===== src/rtl/maf_seq_ctrl.sv =====
// Sequencer and valid/ready front-end for the 4-tap mean-average filter.
// Define MAF_SEQ_CTRL_STATS_EN to add output/stall statistics counters.
module maf_seq_ctrl #(
  parameter int N_BITS     = 32,
  parameter int FILL_CNT   = 6,
  parameter int CLR_CYCLES = 2,
  parameter int DECIM_W    = 8
) (
  input  logic               clk,
  input  logic               rst,
  input  logic               en,
  input  logic [DECIM_W-1:0] cfg_decim,
  input  logic               in_valid,
  output logic               in_ready,
  input  logic [N_BITS-1:0]  in_data,
  output logic               filt_we,
  output logic               filt_rst,
  output logic [N_BITS-1:0]  filt_din,
  input  logic [N_BITS-1:0]  filt_dout,
  output logic               out_valid,
  input  logic               out_ready,
  output logic [N_BITS-1:0]  out_data,
  output logic               busy,
`ifdef MAF_SEQ_CTRL_STATS_EN
  output logic               fill_done,
  output logic [31:0]        stat_out_cnt,
  output logic [15:0]        stat_stall_cnt
`else
  output logic               fill_done
`endif
);

  localparam int FW = $clog2(FILL_CNT + 1);
  localparam int CW = (CLR_CYCLES > 1) ? $clog2(CLR_CYCLES) : 1;
  localparam logic [DECIM_W-1:0] DEC_ONE = DECIM_W'(1);

  typedef enum logic [2:0] {
    S_IDLE,
    S_CLEAR,
    S_FILL,
    S_RUN,
    S_DRAIN
  } state_e;

  state_e              state_q, state_d;
  logic [CW-1:0]       clr_q, clr_d;
  logic [FW-1:0]       fill_q, fill_d;
  logic [DECIM_W-1:0]  dec_q, dec_d;
  logic [DECIM_W-1:0]  dec_cnt_q, dec_cnt_d;
  logic                cap_pend_q, cap_pend_d;
  logic                out_valid_q, out_valid_d;
  logic [N_BITS-1:0]   out_data_q, out_data_d;
  logic                accept;
  logic                out_stall;
  logic                pending;

  assign out_stall = out_valid_q & ~out_ready;
  assign in_ready  = ((state_q == S_FILL) | (state_q == S_RUN))
                   & en & ~cap_pend_q & ~out_stall;
  assign accept    = in_valid & in_ready;
  assign pending   = cap_pend_q | out_valid_q;

  assign filt_we   = accept;
  assign filt_din  = in_data;
  assign filt_rst  = (state_q == S_CLEAR);
  assign busy      = (state_q != S_IDLE);
  assign fill_done = (state_q == S_RUN);
  assign out_valid = out_valid_q;
  assign out_data  = out_data_q;

  always_comb begin
    state_d     = state_q;
    clr_d       = clr_q;
    fill_d      = fill_q;
    dec_d       = dec_q;
    dec_cnt_d   = dec_cnt_q;
    cap_pend_d  = cap_pend_q;
    out_valid_d = out_valid_q;
    out_data_d  = out_data_q;

    if (out_valid_q && out_ready) begin
      out_valid_d = 1'b0;
    end
    // Filter registers took the sample at the accept edge; grab it now.
    if (cap_pend_q) begin
      out_valid_d = 1'b1;
      out_data_d  = filt_dout;
      cap_pend_d  = 1'b0;
    end

    unique case (state_q)
      S_IDLE: begin
        clr_d = '0;
        if (en) state_d = S_CLEAR;
      end
      S_CLEAR: begin
        fill_d    = '0;
        dec_cnt_d = '0;
        dec_d     = (cfg_decim == '0) ? DEC_ONE : cfg_decim;
        if (clr_q == CW'(CLR_CYCLES - 1)) begin
          clr_d   = '0;
          state_d = S_FILL;
        end else begin
          clr_d = clr_q + CW'(1);
        end
      end
      S_FILL: begin
        if (!en) begin
          state_d = pending ? S_DRAIN : S_IDLE;
        end else if (accept) begin
          fill_d = fill_q + FW'(1);
          if (fill_q == FW'(FILL_CNT - 1)) state_d = S_RUN;
        end
      end
      S_RUN: begin
        if (!en) begin
          state_d = pending ? S_DRAIN : S_IDLE;
        end else if (accept) begin
          if (dec_cnt_q == dec_q - DEC_ONE) begin
            dec_cnt_d  = '0;
            cap_pend_d = 1'b1;
          end else begin
            dec_cnt_d = dec_cnt_q + DEC_ONE;
          end
        end
      end
      S_DRAIN: begin
        if (!cap_pend_q && (!out_valid_q || out_ready)) state_d = S_IDLE;
      end
      default: state_d = S_IDLE;
    endcase
  end

  always_ff @(posedge clk or negedge rst) begin
    if (!rst) begin
      state_q     <= S_IDLE;
      clr_q       <= '0;
      fill_q      <= '0;
      dec_q       <= '0;
      dec_cnt_q   <= '0;
      cap_pend_q  <= 1'b0;
      out_valid_q <= 1'b0;
      out_data_q  <= '0;
    end else begin
      state_q     <= state_d;
      clr_q       <= clr_d;
      fill_q      <= fill_d;
      dec_q       <= dec_d;
      dec_cnt_q   <= dec_cnt_d;
      cap_pend_q  <= cap_pend_d;
      out_valid_q <= out_valid_d;
      out_data_q  <= out_data_d;
    end
  end

`ifdef MAF_SEQ_CTRL_STATS_EN
  logic [31:0] st_out_q, st_out_d;
  logic [15:0] st_stall_q, st_stall_d;

  always_comb begin
    st_out_d   = st_out_q;
    st_stall_d = st_stall_q;
    if (state_q == S_CLEAR) begin
      st_out_d   = '0;
      st_stall_d = '0;
    end else begin
      if (out_valid_q && out_ready) st_out_d = st_out_q + 32'd1;
      if ((state_q == S_RUN) && in_valid && !in_ready) begin
        st_stall_d = st_stall_q + 16'd1;
      end
    end
  end

  always_ff @(posedge clk or negedge rst) begin
    if (!rst) begin
      st_out_q   <= '0;
      st_stall_q <= '0;
    end else begin
      st_out_q   <= st_out_d;
      st_stall_q <= st_stall_d;
    end
  end

  assign stat_out_cnt   = st_out_q;
  assign stat_stall_cnt = st_stall_q;
`endif

endmodule


===== config.mk =====
export PLATFORM = sky130hd
export DESIGN_NAME = maf_seq_ctrl
export DESIGN_NICKNAME = d
export VERILOG_FILES = /design/src/rtl/maf_seq_ctrl.sv
export SDC_FILE = /design/constraint.sdc
export NUM_CORES = 1
export LEC_CHECK = 0
export ABC_AREA = 1
export CAP_MARGIN = 25
export CORE_MARGIN = 2
export CORE_UTILIZATION = 30
export DETAILED_ROUTE_END_ITERATION = 10
export GPL_ROUTABILITY_DRIVEN = 0
export PLACE_DENSITY = 0.74
export SYNTH_ARGS = -nofsm -noshare
export SYNTH_HDL_FRONTEND = slang
export SYNTH_SLANG_ARGS = --single-unit

===== constraint.sdc =====
create_clock -name clk -period 1.8 [get_ports clk]
set_input_delay 0.36 -clock clk [delete_from_list [all_inputs] [get_ports clk]]
set_output_delay 0.36 -clock clk [all_outputs]
set_load 0.02 [all_outputs]

==> results.md, run 1 <==
* Primary FF master, synth: dfrtp_1
* Worst-Skew Late Latency at 0.32 ns
* Post-route worst setup slack at 0.0884 ns
* Die width at 104 um
* CP arrival at 1.35 ns
* Final setup viols at 0
* Tot GR Track Use at 0.127
* Critical Path End Type: output pin
* Tmin final at 1.71 ns
* Clock buffer depth at 2
* Residual DRC at 0
* Ranking of synthesized cells by area: dfrtp_1, nand2_1, buf_4
* Post-synth top cells: nand2_1, dfrtp_1, inv_1
* CTS Buf Count at 9
* Clock root buffer: clkbuf_8
* Hold_buf cts at 0
* Fmax at 584 MHz
* Largest net degree at the start of global routing at 58
* Area grow syn2layout at 34.8%
* Clock Pin Slew Worst Setup and Hold Paths at 0.07 ns
* Buffers on Ports at 82
* IO Pins at 147
* Synthesis Warnings at 0
* Post-Syn Instances at 392
* Iter 0 DRT Violations at 112
* Slew HR at 0.781
* Maximum VDD drop at 0.449 mV
* Final Max Slew Viols at 0
* Via count at 2602
* Number of antenna cells inserted at 0
* # nets final at 542
* Routed len/inst at 11.5 um
* Top-count cell post-synth: nand2_1
* Final Hold Violating Endpoints at 0
* Sequential-to-total area share from yosys stat at 0.477
* Ys async rst share at 1.00
* Clock Sinks at 57
* Mapped Area at 2990 sq um
* Status: finished clean
* Final core utilization at 0.415
* Crit Path Category: register to output pin
* Number of synthesized flops with an enable pin at 0
* Total Die Area at 10800 sq um
* First-pass GRT wire length at 11.4 mm
* Critical Path RT at 1.44 ns
* Yosys reg bits at 57
* Initial core utilization at 0.308
* Drt pass-1 iters at 4
* Vias per cell at 4.35
* Pre-CTS setup slack at -0.424 ns
* Total grt overflow at 0
* Critical Path Fanout Max at 3
* Number of max-cap violations at 0
* Row Count at 36
* Leakage Power at 1.90 nW
* Count of different cell masters after synthesis at 25
* CTS tree: done
* Fraction of layout cells with a size suffix above 1 at 0.110
* Setup Skew at 0.00762 ns
* Area leader, netlist: dfrtp_1
* Number of global-route vias before repair at 2606
* Synth top area share at 0.477
* Syn avg cell area at 7.63 sq um
* Power per cell area at 1100 nW/um^2
* Syn_nets at 473
* DRT antenna net count at 0
* Final WL at 6.88 mm
* Slew @ Worst Pin at 0.326 ns
* Antenna violations before repair at 0
* Hpwl dp at 5.00 mm
* Core box area at 9730 sq um
* Final period util at 0.951
* Die extent in y at 104 um
* Crit start category: register
* H-tree Lvls at 3
* Hold crit path type: input port to async pin
## where the power goes
group	internal [W]	leakage, nW	switching, W
clock	0.000603	0.0915	0.000470
sequential	0.00148	0.609	0.000194
combinational	0.000735	1.20	0.000938
total	0.00282	1.90	0.00160
## kinds of logic after synthesis
family / after synthesis / synth area share
simple gates: 220 / 0.299
buf+inv: 76 / 0.139
flops: 57 / 0.477
compound gates: 29 / 0.0514
xor+xnor: 6 / 0.0176
fa+ha+maj: 4 / 0.0167
## cell usage in the layout, fill, tap and decap left out, types with 2 or more instances in the layout
| cell type | netlist | layout |
|---|---|---|
| buf_12 | 0 | 2 |
| nor2_1 | 21 | 19 |
| buf_6 | 1 | 2 |
| xor2_1 | 3 | 3 |
| xnor2_1 | 3 | 3 |
| clkbuf_8 | 0 | 12 |
| nor3_1 | 4 | 4 |
| nand2_2 | 3 | 5 |
| nand3_1 | 20 | 20 |
| nor2_2 | 1 | 3 |
| inv_1 | 33 | 33 |
| ha_1 | 4 | 3 |
| dfrtp_1 | 57 | 56 |
| nand2_1 | 165 | 163 |
| clkdlybuf4s50_1 | 0 | 75 |
| buf_4 | 32 | 15 |
| nand4_1 | 3 | 3 |
| buf_2 | 2 | 3 |
| a21oi_1 | 10 | 10 |
| o21ai_0 | 16 | 16 |
## path summary, 6_finish.rpt
path	startpoint	to	slack, ns	cells after the start
hold / removal	rst	dec_q[6]	0.01	2
setup / recovery	state_q[2]	filt_we	0.09	4
max in group asynchronous	rst	out_data[11]	1.49	2
hold reg to reg	out_data[3]	out_data[3]	0.47	2
setup reg to reg	dec_q[0]	dec_cnt_q[1]	0.10	12
min in group clk	out_data[3]	out_data[3]	0.47	2
## layout make-up
type                    count  area, sq um
flip-flops and latches     57         1430
multi-input cells         259         1160
well taps                 133          166
inverters                  34          128
repair buffers            100          967
fillers                   997         5700
clock inverters             2         12.5
clock buffers              13          169
## state kept, by name, summed over array words and instances (netlist names)
| register | flops |
|---|---|
| out_data | 32 |
| dec_cnt_q | 8 |
| dec_q | 8 |
| fill_q | 3 |
| state_q | 3 |
| cap_pend_q | 1 |
| clr_q | 1 |
| out_valid | 1 |
## critical path, cell delays in order, from the launching register on
cell,delay (ns)
dfrtp_1,0.40
inv_1,0.09
nand3_2,0.11
nor3_4,0.27
buf_6,0.16
## repair_timing
| item | in CTS | in global routing |
|---|---|---|
| endpoints found under the hold margin | 0 | 0 |
| resized for setup | 12 | 14 |
| pin swaps | 0 | 1 |
| setup buffers | 0 | 1 |
| endpoints found under the setup margin | 5 | 13 |
## metrics by stage
step | cell area (sq um) | power, W | TNS (ns) | cells | hold WS, ns
after CTS | 4020 | 0.00442 | 0 | 597 | 0.0315
after global routing | 4030 | 0.00476 | -0.0618 | 598 | 0.0525
after floorplan | 2990 | 0.00276 | 0 | 392 | 0.0644
after detailed placement | 3840 | 0.00334 | -2.57 | 582 | 0.387
final | 4030 | 0.00442 | 0 | 598 | 0.00988
after global placement | 3840 | 0.00329 | -2.37 | 582 | 0.385
## routing by layer
| layer | vias up | track usage | part of all wire |
|---|---|---|---|
| met2 | 86 | 0.214 | 0.47 |
| met3 | 8 | 0.0501 | 0.080 |
| met5 | - | 0 | 0 |
| li1 | 1313 | - | - |
| met1 | 1195 | 0.148 | 0.44 |
| met4 | 0 | 0.0415 | 0.0077 |
No activity file was read; power rests on OpenSTA's default activity.
==> run 2: changes to the inputs <==
Settings changed: SLEW_MARGIN set to 10.
==> results of run 2 <==
No change in the layout: final DEF, timing and power equal those of run 1.
==> run 3: changes to the inputs <==
Settings changed: CTS_BUF_LIST set to sky130_fd_sc_hd__clkbuf_16.
==> run 3 against run 2 <==
Against the previous run:
- register-to-register slack about the same
- combinational power increased by 5%
- clock power increased by 34%
- routed wire length increased by 2.5%
- die area unchanged
- largest power group is now combinational cells
==> results.md, run 3 (same netlist as run 1, synthesis figures left out) <==
* Status: finished clean
* Clock Sinks at 57 (unchanged)
* Slew HR at 0.760 (-0.0212)
* Row Count at 36 (unchanged)
* Tot GR Track Use at 0.129 (+0.00198)
* Slew @ Worst Pin at 0.358 ns (+0.0316 ns)
* Largest net degree at the start of global routing at 58 (unchanged)
* Number of antenna cells inserted at 0 (unchanged)
* Antenna violations before repair at 0 (unchanged)
* Final period util at 0.962 (+0.0110)
* # nets final at 543 (+0.18%)
* CTS tree: done
* Sequential share of power at 0.344 (-0.035)
* Core box area at 9730 sq um (unchanged)
* Hold_buf cts at 0 (unchanged)
* Setup Skew at 0.00555 ns (-0.00206 ns)
* Tmin final at 1.73 ns (+0.0198 ns)
* Max FFs per register at 32 (unchanged)
* Fmax at 578 MHz (-1.1%)
* Initial core utilization at 0.308 (unchanged)
* Fillcell total at 985 (-1.2%)
* Hold Slack at 0.0177 ns (+0.00785 ns)
* Critical Path RT at 1.44 ns (about the same)
* CP arrival at 1.37 ns (+0.02 ns)
* Worst-Skew Late Latency at 0.32 ns (about the same)
* Die width at 104 um (unchanged)
* Iter 0 DRT Violations at 87 (-22%)
* Clock root buffer: clkbuf_16
* Buffers on Ports at 82 (unchanged)
* Number of global-route vias before repair at 2611 (+0.19%)
* Critical Path End Type: output pin
* Total grt overflow at 0 (unchanged)
* Critical Path Fanout Max at 3 (unchanged)
* Most frequent cells in the layout: nand2_1, clkdlybuf4s50_1, dfrtp_1
* Crit Path Category: register to output pin
* DRT antenna net count at 0 (unchanged)
* First-pass GRT wire length at 11.5 mm (+0.61%)
* Final Hold Violating Endpoints at 0 (unchanged)
* Maximum VDD drop at 0.407 mV (-9.3%)
* Number of max-cap violations at 0 (unchanged)
* Area grow syn2layout at 38.3%
* Die extent in y at 104 um (unchanged)
* Power per cell area at 1170 nW/um^2 (+7.2%)
* Hpwl dp at 5.00 mm (unchanged)
* Final WL at 7.05 mm (+2.5%)
* Clk pwr share at 0.294 (+0.051)
* Hold crit path type: input port to async pin
* Final setup viols at 0 (unchanged)
* Clock buffer depth at 2 (unchanged)
* Post-route worst setup slack at 0.0686 ns (-0.0198 ns)
* Fraction of layout cells with a size suffix above 1 at 0.103 (-0.00667)
* Overall power at 0.00486 W (+10%)
* Switching pwr at 0.00169 W (+5.4%)
* Residual DRC at 0 (unchanged)
* Internal at 0.00317 W (+13%)
* Setup TNS at 0 ns (unchanged)
* Leakage Power at 1.94 nW (+2.5%)
* Via count at 2637 (+1.3%)
* Vias per cell at 4.40 (+1.2%)
* Routed len/inst at 11.8 um (+2.3%)
* H-tree Lvls at 3 (unchanged)
* Commonest non-fill, non-tap cell in the layout: nand2_1
* Pre-CTS setup slack at -0.424 ns (unchanged)
* Total Die Area at 10800 sq um (unchanged)
* Crit start category: register
* Clock Pin Slew Worst Setup and Hold Paths at 0.05 ns (-0.02 ns)
* IO Pins at 147 (unchanged)
* Switching share of power at 0.347 (-0.0151)
* Drt pass-1 iters at 4 (unchanged)
* CTS Buf Count at 9 (unchanged)
* Final Max Slew Viols at 0 (unchanged)
* Combinational group share of total power at 0.362 (-0.016)
run 3: layout make-up:
cell class | instances | area [sq um] | share of cell area
Multi-Input combinational cell | 259 | 1170 | 0.282
Inverter | 34 | 128 | 0.0308
Tap cell | 133 | 166 | 0.0402
Sequential cell | 57 | 1430 | 0.345
Timing Repair Buffer | 101 | 997 | 0.241
Clock inverter | 6 | 27.5 | 0.00665
Clock buffer | 9 | 225 | 0.0544
run 3: metal layers:
layer / global-route usage / wire length (um) / vias up
met2: 0.214 / 3320 / 89
li1: - / - / 1323
met5: 0 / 0 / -
met3: 0.0526 / 581 / 13
met1: 0.149 / 3050 / 1212
met4: 0.0502 / 95 / 0
run 3: worst paths after layout:
path	from	to	slack [ns]	cells after the start
worst max-delay path	state_q[2]	filt_we	0.07	4
worst min-delay path	rst	dec_q[7]	0.02	2
worst max register to register	dec_q[0]	dec_cnt_q[1]	0.11	12
worst min register to register	out_data[3]	out_data[3]	0.47	2
max in group asynchronous	rst	out_data[11]	1.49	2
min in group clk	out_data[3]	out_data[3]	0.47	2
run 3: power by group through the flow:
stage	combinational [W]	clock [W]	sequential, W
after CTS	0.00164	0.00146	0.00167
after detailed placement	0.00166	0	0.00169
final	0.00176	0.00143	0.00167
after floorplan	0.00105	0	0.00171
after global placement	0.00161	0	0.00168
after global routing	0.00196	0.00154	0.00170
run 3: timing repair:
action | in CTS | in global routing
endpoints found under the setup margin | 5 | 13
gates cloned | 0 | 1
gates resized for setup | 12 | 14
pin swaps | 0 | 3
setup buffers | 0 | 1
run 3: metrics by stage:
step | utilization | instances | cell area (sq um)
finish | 0.425 | 599 | 4140
global route | 0.425 | 599 | 4140
CTS | 0.420 | 597 | 4090
detailed placement | 0.395 | 582 | 3840
global placement | 0.395 | 582 | 3840
floorplan | - | 392 | 2990
run 3: worst max-delay path: stages (launching register included):
cell     delay (ns)
dfrtp_1        0.40
inv_2          0.07
nand3_2        0.12
nor3_4         0.29
buf_6          0.16
